`src/rtl/seq_mag_comparator.sv`:
```
// seq_mag_comparator: multi-cycle MSB-first magnitude comparator, DIGIT bits per clock, early exit on first differing slice
module seq_mag_comparator #(
  parameter int WIDTH = 8,
  parameter int DIGIT = 1,
  parameter int CW    = $clog2(WIDTH / DIGIT + 1)
) (
  input  logic             clk,
  input  logic             rst,
  input  logic             start,
  input  logic             signed_mode,
  input  logic [WIDTH-1:0] a,
  input  logic [WIDTH-1:0] b,
  output logic             busy,
  output logic             done,
  output logic             lt,
  output logic             gt,
  output logic             eq,
  output logic [CW-1:0]    nslices
);
  localparam int NDIG = WIDTH / DIGIT;
  localparam logic [WIDTH-1:0] MSB = {1'b1, {(WIDTH-1){1'b0}}};
  typedef enum logic {IDLE, CMP} state_t;
  state_t           r_state;
  logic [WIDTH-1:0] r_a, r_b;
  logic [CW-1:0]    r_cnt;
  logic [DIGIT-1:0] w_sa, w_sb;
  logic             w_last;
  // Operands shift left each step, so the slice under test is always the top DIGIT bits
  assign w_sa   = r_a[WIDTH-1 -: DIGIT];
  assign w_sb   = r_b[WIDTH-1 -: DIGIT];
  assign w_last = r_cnt == CW'(NDIG - 1);
  always_ff @(posedge clk) begin
    if (rst) begin
      r_state <= IDLE;
      r_a     <= '0;
      r_b     <= '0;
      r_cnt   <= '0;
      busy    <= 1'b0;
      done    <= 1'b0;
      lt      <= 1'b0;
      gt      <= 1'b0;
      eq      <= 1'b0;
      nslices <= '0;
    end else begin
      done <= 1'b0;
      if (r_state == IDLE) begin
        if (start) begin
          r_a     <= signed_mode ? a ^ MSB : a;
          r_b     <= signed_mode ? b ^ MSB : b;
          r_cnt   <= '0;
          busy    <= 1'b1;
          r_state <= CMP;
        end
      end else if (w_sa != w_sb || w_last) begin
        lt      <= w_sa < w_sb;
        gt      <= w_sa > w_sb;
        eq      <= w_sa == w_sb;
        nslices <= r_cnt + CW'(1);
        done    <= 1'b1;
        busy    <= 1'b0;
        r_state <= IDLE;
      end else begin
        r_a   <= r_a << DIGIT;
        r_b   <= r_b << DIGIT;
        r_cnt <= r_cnt + CW'(1);
      end
    end
  end
endmodule

```
`config.mk`:
```
export PLATFORM = sky130hd
export DESIGN_NAME = seq_mag_comparator
export DESIGN_NICKNAME = d
export VERILOG_FILES = /design/src/rtl/seq_mag_comparator.sv
export SDC_FILE = /design/constraint.sdc
export NUM_CORES = 1
export LEC_CHECK = 0
export BUFFER_PORTS_ARGS = -buffer_cell sky130_fd_sc_hd__buf_2
export CORE_MARGIN = 4
export CORE_UTILIZATION = 54
export CTS_BUF_LIST = sky130_fd_sc_hd__clkbuf_4 sky130_fd_sc_hd__clkbuf_8
export DETAILED_ROUTE_END_ITERATION = 16
export PLACE_DENSITY_LB_ADDON = 0.08
export SLEW_MARGIN = 25
export SYNTH_ARGS = -nofsm -noshare
export SYNTH_HDL_FRONTEND = slang
export SYNTH_SLANG_ARGS = --single-unit
```
`constraint.sdc`:
```
create_clock -name clk -period 2.4 [get_ports clk]
set_input_delay 0.36 -clock clk [delete_from_list [all_inputs] [get_ports clk]]
set_output_delay 0.36 -clock clk [all_outputs]
set_load 0.01 [all_outputs]
```
* After elaboration in Yosys (flattened, before gate mapping) *
Cells that the tools add are included.
W data, S select, Z words.

word-level totals
  input bits = 20
  bits in latches = 0
  ROM bits = 0
  logic and storage cells = 45
  memories kept = 0
  RAM bits = 0
  register bits = 30

cells by class
  divide/modulo/power cells = 0
  shift-type cells = 0
  multiplexer cells = 18
  $add $sub $neg = 1
  $lt $le $gt $ge = 2
  reductions and logical operators = 6
  eq/ne operators = 5
  bitwise gates (word level) = 3
  multipliers = 0

operator list
  kind                   count
  $mux W8                8
  $mux W4                3
  $mux W1                7
  $reduce_and A2 Y1      3
  $add A4 B1 Y4 const B  1
  $eq A4 B3 Y1 const B   1
  $not A1 Y1             3
  $ne A2 B1 Y1 const B   1
  $ne A2 B2 Y1 const B   1
  $reduce_bool A2 Y1     1
  $reduce_or A2 Y1       1
  $eq A1 B1 Y1           1
  $gt A1 B1 Y1           1
  $logic_or A1 B1 Y1     1
  $lt A1 B1 Y1           1
  $ne A1 B1 Y1           1

* Logic depth before layout (Yosys ltp) *
Gate-level depths: netlist of run 1.

  depth after elaboration = 4
  gate-level depth with buffers = 7
  depth with buffers taken out = 6

* Worst setup path after synthesis of run 1 *
Ideal clock, no wire load.

  path kind = register -> register
  start point = register r_a[7]
  end point = register r_a[2]
  period minus slack after synthesis = 1513 ps
  buffers on the path = 2
  data arrival time = 1443 ps
  library setup time = 70 ps
  setup slack = 887 ps
  stages on the path, launching flop included = 8
  path through = dfxtp_1 inv_1 ha_1 mux2i_1 buf_2 clkbuf_1 o21ai_0 a21oi_1

between the ends
  cells in the longest elaborated chain, start to end = 4

ends and longest elaborated chain
  item                         line  source
  start, declared              24    logic [WIDTH-1:0] r_a, r_b;
  start signal, assigned       48    r_a <= signed_mode ? a ^ MSB : a;
  start signal, assigned       63    r_a <= r_a << DIGIT;
  $ne A1 B1 Y1                 54    end else if (w_sa != w_sb || w_last) begin
  $logic_or A1 B1 Y1           54
  $ne A2 B2 Y1 (no line)       -
  $reduce_and A2 Y1 (no line)  -

Every way passes these cells.
A chain may end at the register's enable or synchronous reset.

* Worst setup path in the final report of run 1 *
  start point = register r_a[7]
  end point = register r_a[4]

The elaborated chain is that of the path after synthesis.

==> results.py, run 1 <==
metrics = {
    "run_status": {
        "outcome": "complete, no violations",
    },
    "layout": {
        "syn_to_final_growth_pct": 11.93,
        "multi_input_area_um2": 704.4,
        "n_fill_cell": 235,
        "drive_gt1_share_pct": 25.29,
        "final_cell_mix": "30 x dfxtp_1, 28 x buf_2, 17 x o21ai_0, 17 x a21oi_1, 13 x mux2i_1",
        "antenna_cells": 0,
        "num-nets-final": 192,
        "final_common_cell": "dfxtp_1",
        "regArea_um2": 600.6,
    },
    "timing": {
        "clock.fmax_mhz": 603.0,
        "fin_tns_setup_ns": 0,
        "drv_slew": 0,
        "setup_viol": 0,
        "worst_pin_slew_ns": 0.6404,
        "holdWs_ns": 0.2568,
        "hold_viol_final": 0,
        "relSlewSlack_pct": 57.22,
        "min_period_ns": 1.658,
        "grt_setup_unrepaired": "false",
        "skew_ns": 0.003896,
        "fin_crit_sh_pct": 69.10,
    },
    "synthesis": {
        "yosys_warnings": 0,
        "syn_nets": 166,
        "syn_area_um2": 1405,
        "synth_seq_area_share_pct": 42.74,
        "ys_ff_latch": 30,
        "avgSynthCellArea_um2": 9.826,
        "yosysUniqueCellTypes": 33,
        "synthCells": 143,
        "yosysTopAreaCell": "dfxtp_1",
        "synth.area.top_cells": "dfxtp_1 43%, mux2i_1 9.3%, a21oi_1 6.1%, o21ai_0 6.1%, or3_1 5.3%",
        "synth_top_area_share_pct": 42.74,
    },
    "global_routing": {
        "antenna_found_initial": 0,
        "grt_max_degree": 32,
        "grt_pass1_wl_um": 4326,
        "grt_pass1_vias": 1028,
        "grt.overflow.total": 0,
        "grt_usage_pct": 16.82,
    },
    "drt": {
        "highest_layer": "met4",
        "ant_nets": 0,
        "drt-met1-wl_um": 1145,
        "via_per_inst": 5.575,
        "wirelength_um": 2697,
        "vias": 1115,
        "drc": 0,
        "route.met2.wl_um": 1360,
        "first_pass_iters": 6,
        "dr.first_iter.drc_count": 20,
        "wire_per_inst_um": 13.49,
        "wl_met3_um": 139,
    },
    "place": {
        "place_hpwl_um": 1889,
        "place_congestion": 0.7605,
        "port_buffers": 28,
    },
    "clock_tree": {
        "post_cts_buffers": 0,
        "root_buffer": "clkbuf_4",
        "cts_inserted_buffers": 5,
        "cts.sinks": 30,
        "cts_tree": "done",
        "clock_path_buffers": 2,
        "cts_hold_buf": 0,
        "cts_resized": 0,
        "path_clk_slew_ns": 0.10,
        "clkLatencyLatePin_ns": 0.33,
        "h-tree-depth": 2,
    },
    "floorplan": {
        "core-area_um2": 2477,
        "rows": 18,
        "pin_count": 29,
        "fp.dieW_um": 59.01,
        "start_util_pct": 56.72,
        "die_y_um": 59.01,
        "die-area_um2": 3482,
    },
    "setup_path": {
        "worstSetupPathType": "reg -> reg",
        "crit_arrival_ns": 1.92,
        "worst_setup_path_end_kind": "flip-flop",
        "startpoint_type": "flip-flop",
        "crit_fanout": 29,
        "crit_required_ns": 2.66,
    },
    "power_and_ir_drop": {
        "power_density_nw_per_um2": 682.9,
        "irDropWorstVdd_v": 0.0005280,
        "p_leak_nw": 0.6528,
    },
    "hold_path": {
        "hp-class": "in -> reg",
    },
    "job": {
        "maxCapViolCount": 0,
    },
}
-- cells in the mapped netlist (all sizes together) --
cell type,instances
dfxtp,30
o21ai,18
a21oi,17
mux2i,13
or3,12
buf,7
a22o,5
clkbuf,4
nand2,4
ha,3
inv,3
nand3b,3
a2111oi,2
a21o,2
nand3,2
nor2b,2
nor3,2
o21bai,2
o2bb2ai,2
xnor2,2
xor2,2
and2,1
and4,1
and4b,1
nor4,1
nor4b,1
o21a,1
-- layout make-up --
class | instances | area share [%]
timing repair buffer | 30 | 9.865
clock inverter | 2 | 0.7955
clock buffer | 6 | 3.262
inverter | 3 | 0.7160
tap | 30 | 2.387
multi-input combinational | 99 | 44.79
sequential | 30 | 38.19
-- worst max-delay path: stages, from the launching register on --
cell     delay (ns)
dfxtp_1        0.35
inv_1          0.06
ha_1           0.34
mux2i_1        0.09
buf_4          0.22
or3_1          0.36
a21oi_1        0.17
-- path summary, 6_finish.rpt --
path	start	end	slack, ns	depth (start not counted)
worst max register to register	r_a[7]	r_a[4]	0.74	6
worst min register to register	nslices[3]	nslices[3]	0.47	1
worst max-delay path	r_a[7]	r_a[4]	0.74	6
worst min-delay path	a[0]	r_a[0]	0.26	3
-- per-stage QoR --
step / util (%) / area [um^2] / power, mW / setup WS (ns) / cells
after floorplan: - / 1405 / 0.7213 / 0.8868 / 143
after global placement: 60.91 / 1509 / 0.7561 / 0.8095 / 192
after detailed placement: 60.91 / 1509 / 0.7624 / 0.7559 / 192
after CTS: 63.48 / 1573 / 1.091 / 0.7299 / 200
after global routing: 63.48 / 1573 / 1.139 / 0.6172 / 200
final: 63.48 / 1573 / 1.074 / 0.7415 / 200
-- cells by family after synthesis --
family / synth area share (%)
compound gates: 21.91
simple gates: 13.80
flops: 42.74
buf+inv: 7.123
mux: 9.261
xor+xnor: 2.494
fa+ha+maj: 2.672
-- state kept, by name, indices dropped and copies added (netlist names) --
signal and count:
busy 1, done 1, eq 1, gt 1, lt 1, nslices 4
r_a 8, r_b 8, r_cnt 4, r_state 1
-- power breakdown --
group	switching (mW)	internal [mW]
Clock	0.185	0.141
Combinational	0.0986	0.0874
Sequential	0.0255	0.537
Total	0.309	0.765
-- routing by layer --
metal  vias to the layer above  track usage, %
met4                         0           8.738
met5                         -               0
met1                       513           17.27
li1                        576               -
met3                         5           6.972
met2                        21           29.02
No activity file was read; power rests on OpenSTA's default activity.
==> inputs of run 2 (changes only) <==
- ABC_AREA: unset -> 1
- CORE_UTILIZATION: 54 -> 51
- clock period: 2.4 -> 1.4 ns (I/O delays scaled with it)
==> run 2 against run 1 <==
  * Clock power grew 110%
  * Wire length grew 15%
  * First-iteration DRC count grew to 3.0 times the previous value
  * Core utilization grew 0.97 points
  * Non-clock buffer count grew 4
  * Combinational power grew to 2.9 times the previous value
  * Register-to-register slack lost 0.62 ns
  * Sequential share of layout area shrank 4.8 points
  * Sequential power grew 73%
  * Synthesized cell count grew 53%
  * Clock-buffer cell count shrank 1
  * Fmax grew 29%
==> results.py, run 2 <==
metrics = {
    "run_status": {
        "outcome": "complete, no violations",
    },
    "hold_path": {
        "hp-class": "in -> reg",
        "hold_start": "a[0]",
        "hold_end": "r_a[0]",
        "hold_depth": 3,
    },
    "timing": {
        "min_period_ns": 1.281,
        "fin_crit_sh_pct": 91.51,
        "drv_slew": 0,
        "setup_ws_ns": 0.1189,
        "skew_ns": 0.006233,
        "relSlewSlack_pct": 81.89,
        "setup_viol": 0,
        "clock.fmax_mhz": 780.6,
        "worst_pin_slew_ns": 0.2713,
        "fin_tns_setup_ns": 0,
        "grt_setup_unrepaired": "false",
        "hold_viol_final": 0,
    },
    "power_and_ir_drop": {
        "p_leak_nw": 0.9296,
        "irDropWorstVdd_v": 0.001012,
        "power_density_nw_per_um2": 1209,
    },
    "place": {
        "dp_slack_ns": 0.004876,
        "place_congestion": 0.7738,
        "place_hpwl_um": 2108,
        "placed_area_um2": 1688,
        "port_buffers": 28,
    },
    "synthesis": {
        "synthArstFlopShare_pct": 0,
        "ys.flop_type": "dfxtp_1",
        "ys_ff_latch": 30,
        "yosysMostFrequentCell": "nand2_1",
        "yosys_warnings": 0,
        "yosysTopAreaCell": "dfxtp_1",
        "syn_area_um2": 1535,
        "synth.area.top_cells": "dfxtp_1 39%, nand2_1 15%, nand3_1 8.5%, a21oi_1 7.2%, inv_1 6.1%",
        "yosys-top-cells-count": "63 x nand2_1, 30 x dfxtp_1, 26 x nand3_1",
        "yosysUniqueCellTypes": 21,
        "synth_seq_area_share_pct": 39.12,
        "syn_nets": 242,
        "synth_edf_count": 0,
        "synth_top_area_share_pct": 39.12,
        "synthCells": 219,
        "avgSynthCellArea_um2": 7.010,
    },
    "drt": {
        "wire_per_inst_um": 11.04,
        "drc": 0,
        "vias": 1401,
        "ant_nets": 0,
        "first_pass_iters": 4,
        "dr.first_iter.drc_count": 60,
        "wirelength_um": 3090,
        "via_per_inst": 5.004,
    },
    "job": {
        "maxCapViolCount": 0,
    },
    "layout": {
        "top_regs": "r_a: 8 flops, r_b: 8 flops",
        "drive_gt1_share_pct": 22.49,
        "final_cell_mix": "63 x nand2_1, 28 x buf_2, 27 x dfxtp_1",
        "antenna_cells": 0,
        "syn_to_final_growth_pct": 17.77,
        "final_common_cell": "nand2_1",
        "num-nets-final": 271,
        "stdcell_area_um2": 1808,
    },
    "setup_path": {
        "path_cells": "ha_2, nand3_4, nand2_1, nand2_4, nor2_8, nand2_1, nand2_1",
        "slowest_stage": "dfxtp_2",
        "ff2ff_path_depth": 7,
        "crit_family": "simple AND/OR/NAND/NOR gates",
        "worst_setup_path_end_kind": "flip-flop",
        "crit_fanout": 9,
        "startpoint_type": "flip-flop",
        "max_stage_delay_ns": 0.37,
        "worst_path_most_repeated_cell": "nand2_1",
        "r2r_start": "r_cnt[0]",
        "r2r-end": "nslices[1]",
        "crit_arrival_ns": 1.57,
        "cp-startpoint": "r_cnt[0]",
        "crit_required_ns": 1.69,
        "rrSetupSlack_ns": 0.12,
        "worstSetupPathType": "reg -> reg",
        "cp_num_buf_inv": 0,
    },
    "clock_tree": {
        "post_cts_buffers": 0,
        "cts_inserted_buffers": 5,
        "path_clk_slew_ns": 0.10,
        "cts_hold_buf": 0,
        "clock_path_buffers": 2,
        "clkLatencyLatePin_ns": 0.33,
        "cts_tree": "done",
        "h-tree-depth": 2,
        "root_buffer": "clkbuf_4",
        "cts.sinks": 30,
    },
    "floorplan": {
        "rows": 19,
        "die-area_um2": 3952,
        "pin_count": 29,
        "die_y_um": 62.87,
        "fp.dieW_um": 62.87,
        "core-area_um2": 2805,
        "start_util_pct": 54.73,
    },
    "global_routing": {
        "antenna_found_initial": 0,
        "grt.overflow.total": 0,
        "grt_usage_pct": 17.59,
        "grt_pass1_wl_um": 5616,
        "grt_max_degree": 37,
        "grt_pass1_vias": 1339,
    },
}
[run 2: what timing repair did]
action                     4_1_cts  5_1_grt
setup endpoints to repair        1       28
resized for setup                1        9
gates cloned                     0        0
[run 2: layout make-up]
| cell class | count | area [um^2] |
|---|---|---|
| Fill cell | 262 | 997.2 |
| Multi-Input combinational cell | 151 | 775.7 |
| Sequential cell | 30 | 604.3 |
| Timing Repair Buffer | 34 | 214.0 |
| Inverter | 26 | 97.59 |
| Clock inverter | 3 | 40.04 |
| Tap cell | 31 | 38.79 |
| Clock buffer | 5 | 37.54 |
[run 2: worst reg2reg max path, cell delays in order (launching register included)]
cell and delay, ns:
dfxtp_2 0.37, ha_2 0.23, nand3_4 0.12, nand2_1 0.13
nand2_4 0.11, nor2_8 0.15, nand2_1 0.08, nand2_1 0.06
[run 2: worst max path at each step]
stage                     cells past startpoint    endpoint
after global routing                          6      r_a[3]
after detailed placement                      6      r_b[3]
final                                         7  nslices[1]
after CTS                                     6      r_b[3]
after global placement                        7          eq
after floorplan                               6      r_a[1]
[run 2: through the flow]
step / power (mW) / utilization [%] / hold slack [ns] / instances
after floorplan: 1.386 / - / 0.3573 / 219
after global placement: 1.481 / 60.17 / 0.4563 / 272
after detailed placement: 1.498 / 60.17 / 0.4600 / 272
after CTS: 2.181 / 63.02 / 0.1181 / 280
after global routing: 2.356 / 64.45 / 0.1151 / 280
final: 2.186 / 64.45 / 0.1209 / 280
[run 2: power breakdown]
part           switching, mW  internal (mW)  total [mW]
clock network          0.310          0.370       0.680
logic                  0.309          0.222       0.532
registers             0.0380          0.937       0.975
[run 2: logic make-up (layout without fill, tap and decap cells)]
family / after synthesis / after routing / share of synthesized area (%)
and+or+nand+nor: 115 / 115 / 34.88
adders and majority gates: 3 / 3 / 2.445
buffers and inverters: 38 / 68 / 12.63
AOI/OAI and AO/OA: 33 / 33 / 10.92
DFF: 30 / 30 / 39.12
[run 2: per-layer routing]
metal	track usage, %	wire [um]	vias to the layer above
li1	-	-	755
met1	20.86	1399	611
met2	28.46	1500	31
met3	6.655	152	4
met4	6.887	37	0
met5	0	0	-
==> inputs of run 3 (changes only) <==
==> constraint.sdc (replaced) <==
create_clock -name clk -period 1.4 [get_ports clk]
set_input_delay 0.28 -clock clk [delete_from_list [all_inputs] [get_ports clk]]
set_output_delay 0.28 -clock clk [all_outputs]
set_load 0.01 [all_outputs]
==> run 3 against run 2 <==
  * Clock power fell by 16%
  * Worst setup slack worse by 0.054 ns
  * Clock skew up 0.0060 ns
  * First-iteration DRC count is 13% higher
  * Global-route usage fell by 0.75 points
  * Core utilization down 0.80 points
  * Cell area shrank 1.2%
  * Die area stayed put
  * Critical path depth unchanged
  * Clock-buffer cell count grew 2
  * Highest routed layer unchanged
==> results.py, run 3 (synthesized netlist as in run 2, its figures left out) <==
metrics = {
    "setup_path": {
        "crit_required_ns": 1.68,
        "max_stage_delay_ns": 0.38,
        "crit_arrival_ns": 1.62,
        "worst_path_most_repeated_cell": "nand2_1",
        "r2r_start": "r_cnt[0]",
        "worst_setup_path_end_kind": "flip-flop",
        "cp-startpoint": "r_cnt[0]",
        "worstSetupPathType": "reg -> reg",
        "slowest_stage": "dfxtp_2",
        "startpoint_type": "flip-flop",
        "path_cells": "ha_2, nand3_2, nand2_1, nand2_4, nor2_8, nand2_1, nand2_1",
        "cp_num_buf_inv": 0,
        "crit_family": "simple AND/OR/NAND/NOR gates",
        "crit_fanout": 9,
    },
    "clock_tree": {
        "cts_resized": 0,
        "cts.sinks": 30,
        "cts_hold_buf": 0,
        "cts_inserted_buffers": 5,
        "path_clk_slew_ns": 0.10,
        "clkLatencyLatePin_ns": 0.34,
        "clock_path_buffers": 2,
        "cts_tree": "done",
        "root_buffer": "clkbuf_4",
        "h-tree-depth": 2,
        "post_cts_buffers": 0,
    },
    "power_and_ir_drop": {
        "p_clk_share_pct": 27.5,
        "power_mw": 2.068,
        "power_density_nw_per_um2": 1158,
        "irDropWorstVdd_v": 0.0005918,
        "power.switching_mw": 0.6498,
        "pwr-share-comb_pct": 25.4,
        "p_leak_nw": 0.9259,
        "p_int_mw": 1.419,
        "seqPwrFrac_pct": 47.1,
        "power_switching_share_pct": 31.42,
    },
    "place": {
        "placed_area_um2": 1695,
        "place_hpwl_um": 2141,
        "dp.cells": 273,
        "place_congestion": 0.7843,
        "port_buffers": 28,
    },
    "floorplan": {
        "core-area_um2": 2805,
        "start_util_pct": 54.73,
        "fp.dieW_um": 62.87,
        "rows": 19,
        "die_y_um": 62.87,
        "die-area_um2": 3952,
        "pin_count": 29,
    },
    "global_routing": {
        "grt_max_degree": 37,
        "antenna_found_initial": 0,
        "grt_pass1_wl_um": 5388,
        "grtUsageMet1_pct": 19.23,
        "grt_usage_pct": 16.84,
        "grt_busiest_layer": "met2",
        "use_met2_pct": 27.67,
        "gr-usage-met3_pct": 5.935,
        "grt_pass1_vias": 1285,
        "grt.overflow.total": 0,
    },
    "layout": {
        "antenna_cells": 0,
        "syn_to_final_growth_pct": 16.30,
        "num-nets-final": 272,
        "top_regs": "r_a: 8 flops, r_b: 8 flops",
        "stdcell_area_um2": 1785,
        "final_common_cell": "nand2_1",
        "instances_no_fill": 281,
        "drive_gt1_share_pct": 22.00,
        "final_cell_mix": "63 x nand2_1, 28 x dfxtp_1, 28 x buf_2",
    },
    "timing": {
        "min_period_ns": 1.335,
        "fin_tns_setup_ns": 0,
        "hold_viol_final": 0,
        "fin_crit_sh_pct": 95.37,
        "skew_ns": 0.01219,
        "drv_slew": 0,
        "holdWs_ns": 0.1790,
        "worst_pin_slew_ns": 0.2317,
        "setup_viol": 0,
        "clock.fmax_mhz": 749.0,
        "relSlewSlack_pct": 84.55,
    },
    "drt": {
        "ant_nets": 0,
        "dr.first_iter.drc_count": 68,
        "wirelength_um": 3098,
        "first_pass_iters": 4,
        "via_per_inst": 5.014,
        "wire_per_inst_um": 11.02,
        "drc": 0,
        "vias": 1409,
    },
    "hold_path": {
        "hp-class": "in -> reg",
        "hold_start": "b[0]",
    },
    "job": {
        "maxCapViolCount": 0,
    },
    "run_status": {
        "outcome": "complete, no violations",
    },
}
-- run 3: cell count changes in the layout (fill, tap and decap cells not counted), sizes merged --
cell    change
bufinv      -1
clkbuf      +2
buf         +1
clkinv      -1
-- run 3: through the flow --
| step | utilization, % | setup slack [ns] |
|---|---|---|
| 6_report | 63.65 | 0.06481 |
| 4_1_cts | 62.71 | 0.007715 |
| 3_5_place_dp | 60.44 | 0.02416 |
| 5_1_grt | 63.65 | -0.01513 |
| 3_3_place_gp | 60.44 | 0.07507 |
| 2_1_floorplan | - | 0.07533 |
-- run 3: path summary, 6_finish.rpt --
check,cells after the start,endpoint,slack (ns)
worst max register to register,7,lt,0.06
worst min-delay path,3,r_b[0],0.18
worst min register to register,2,nslices[1],0.47
worst max-delay path,7,lt,0.06
-- run 3: per-layer routing --
metal	wire (um)	share of wire (%)
met5	0	0
met4	67	2.2
met3	161	5.2
met1	1386	45
met2	1481	48
-- run 3: worst min-delay path, cell delays in order --
cell and delay (ns):
buf_2 0.09, nand2_1 0.05, a21oi_1 0.05
-- run 3: power groups by stage --
stage          logic, mW  clock network [mW]  registers, mW
2_1_floorplan      0.398                   0          0.988
3_3_place_gp       0.494                   0          0.989
3_5_place_dp       0.506                   0          0.992
4_1_cts            0.509               0.588          0.972
5_1_grt            0.601               0.642          0.987
6_report           0.525               0.568          0.975
-- run 3: final cells by class --
class,instances,area (um^2)
Fill cell,268,1020
Timing Repair Buffer,35,217.7
Tap cell,31,38.79
Clock buffer,7,58.81
Multi-Input combinational cell,151,764.5
Clock inverter,1,5.005
Sequential cell,30,603.1
Inverter,26,97.59
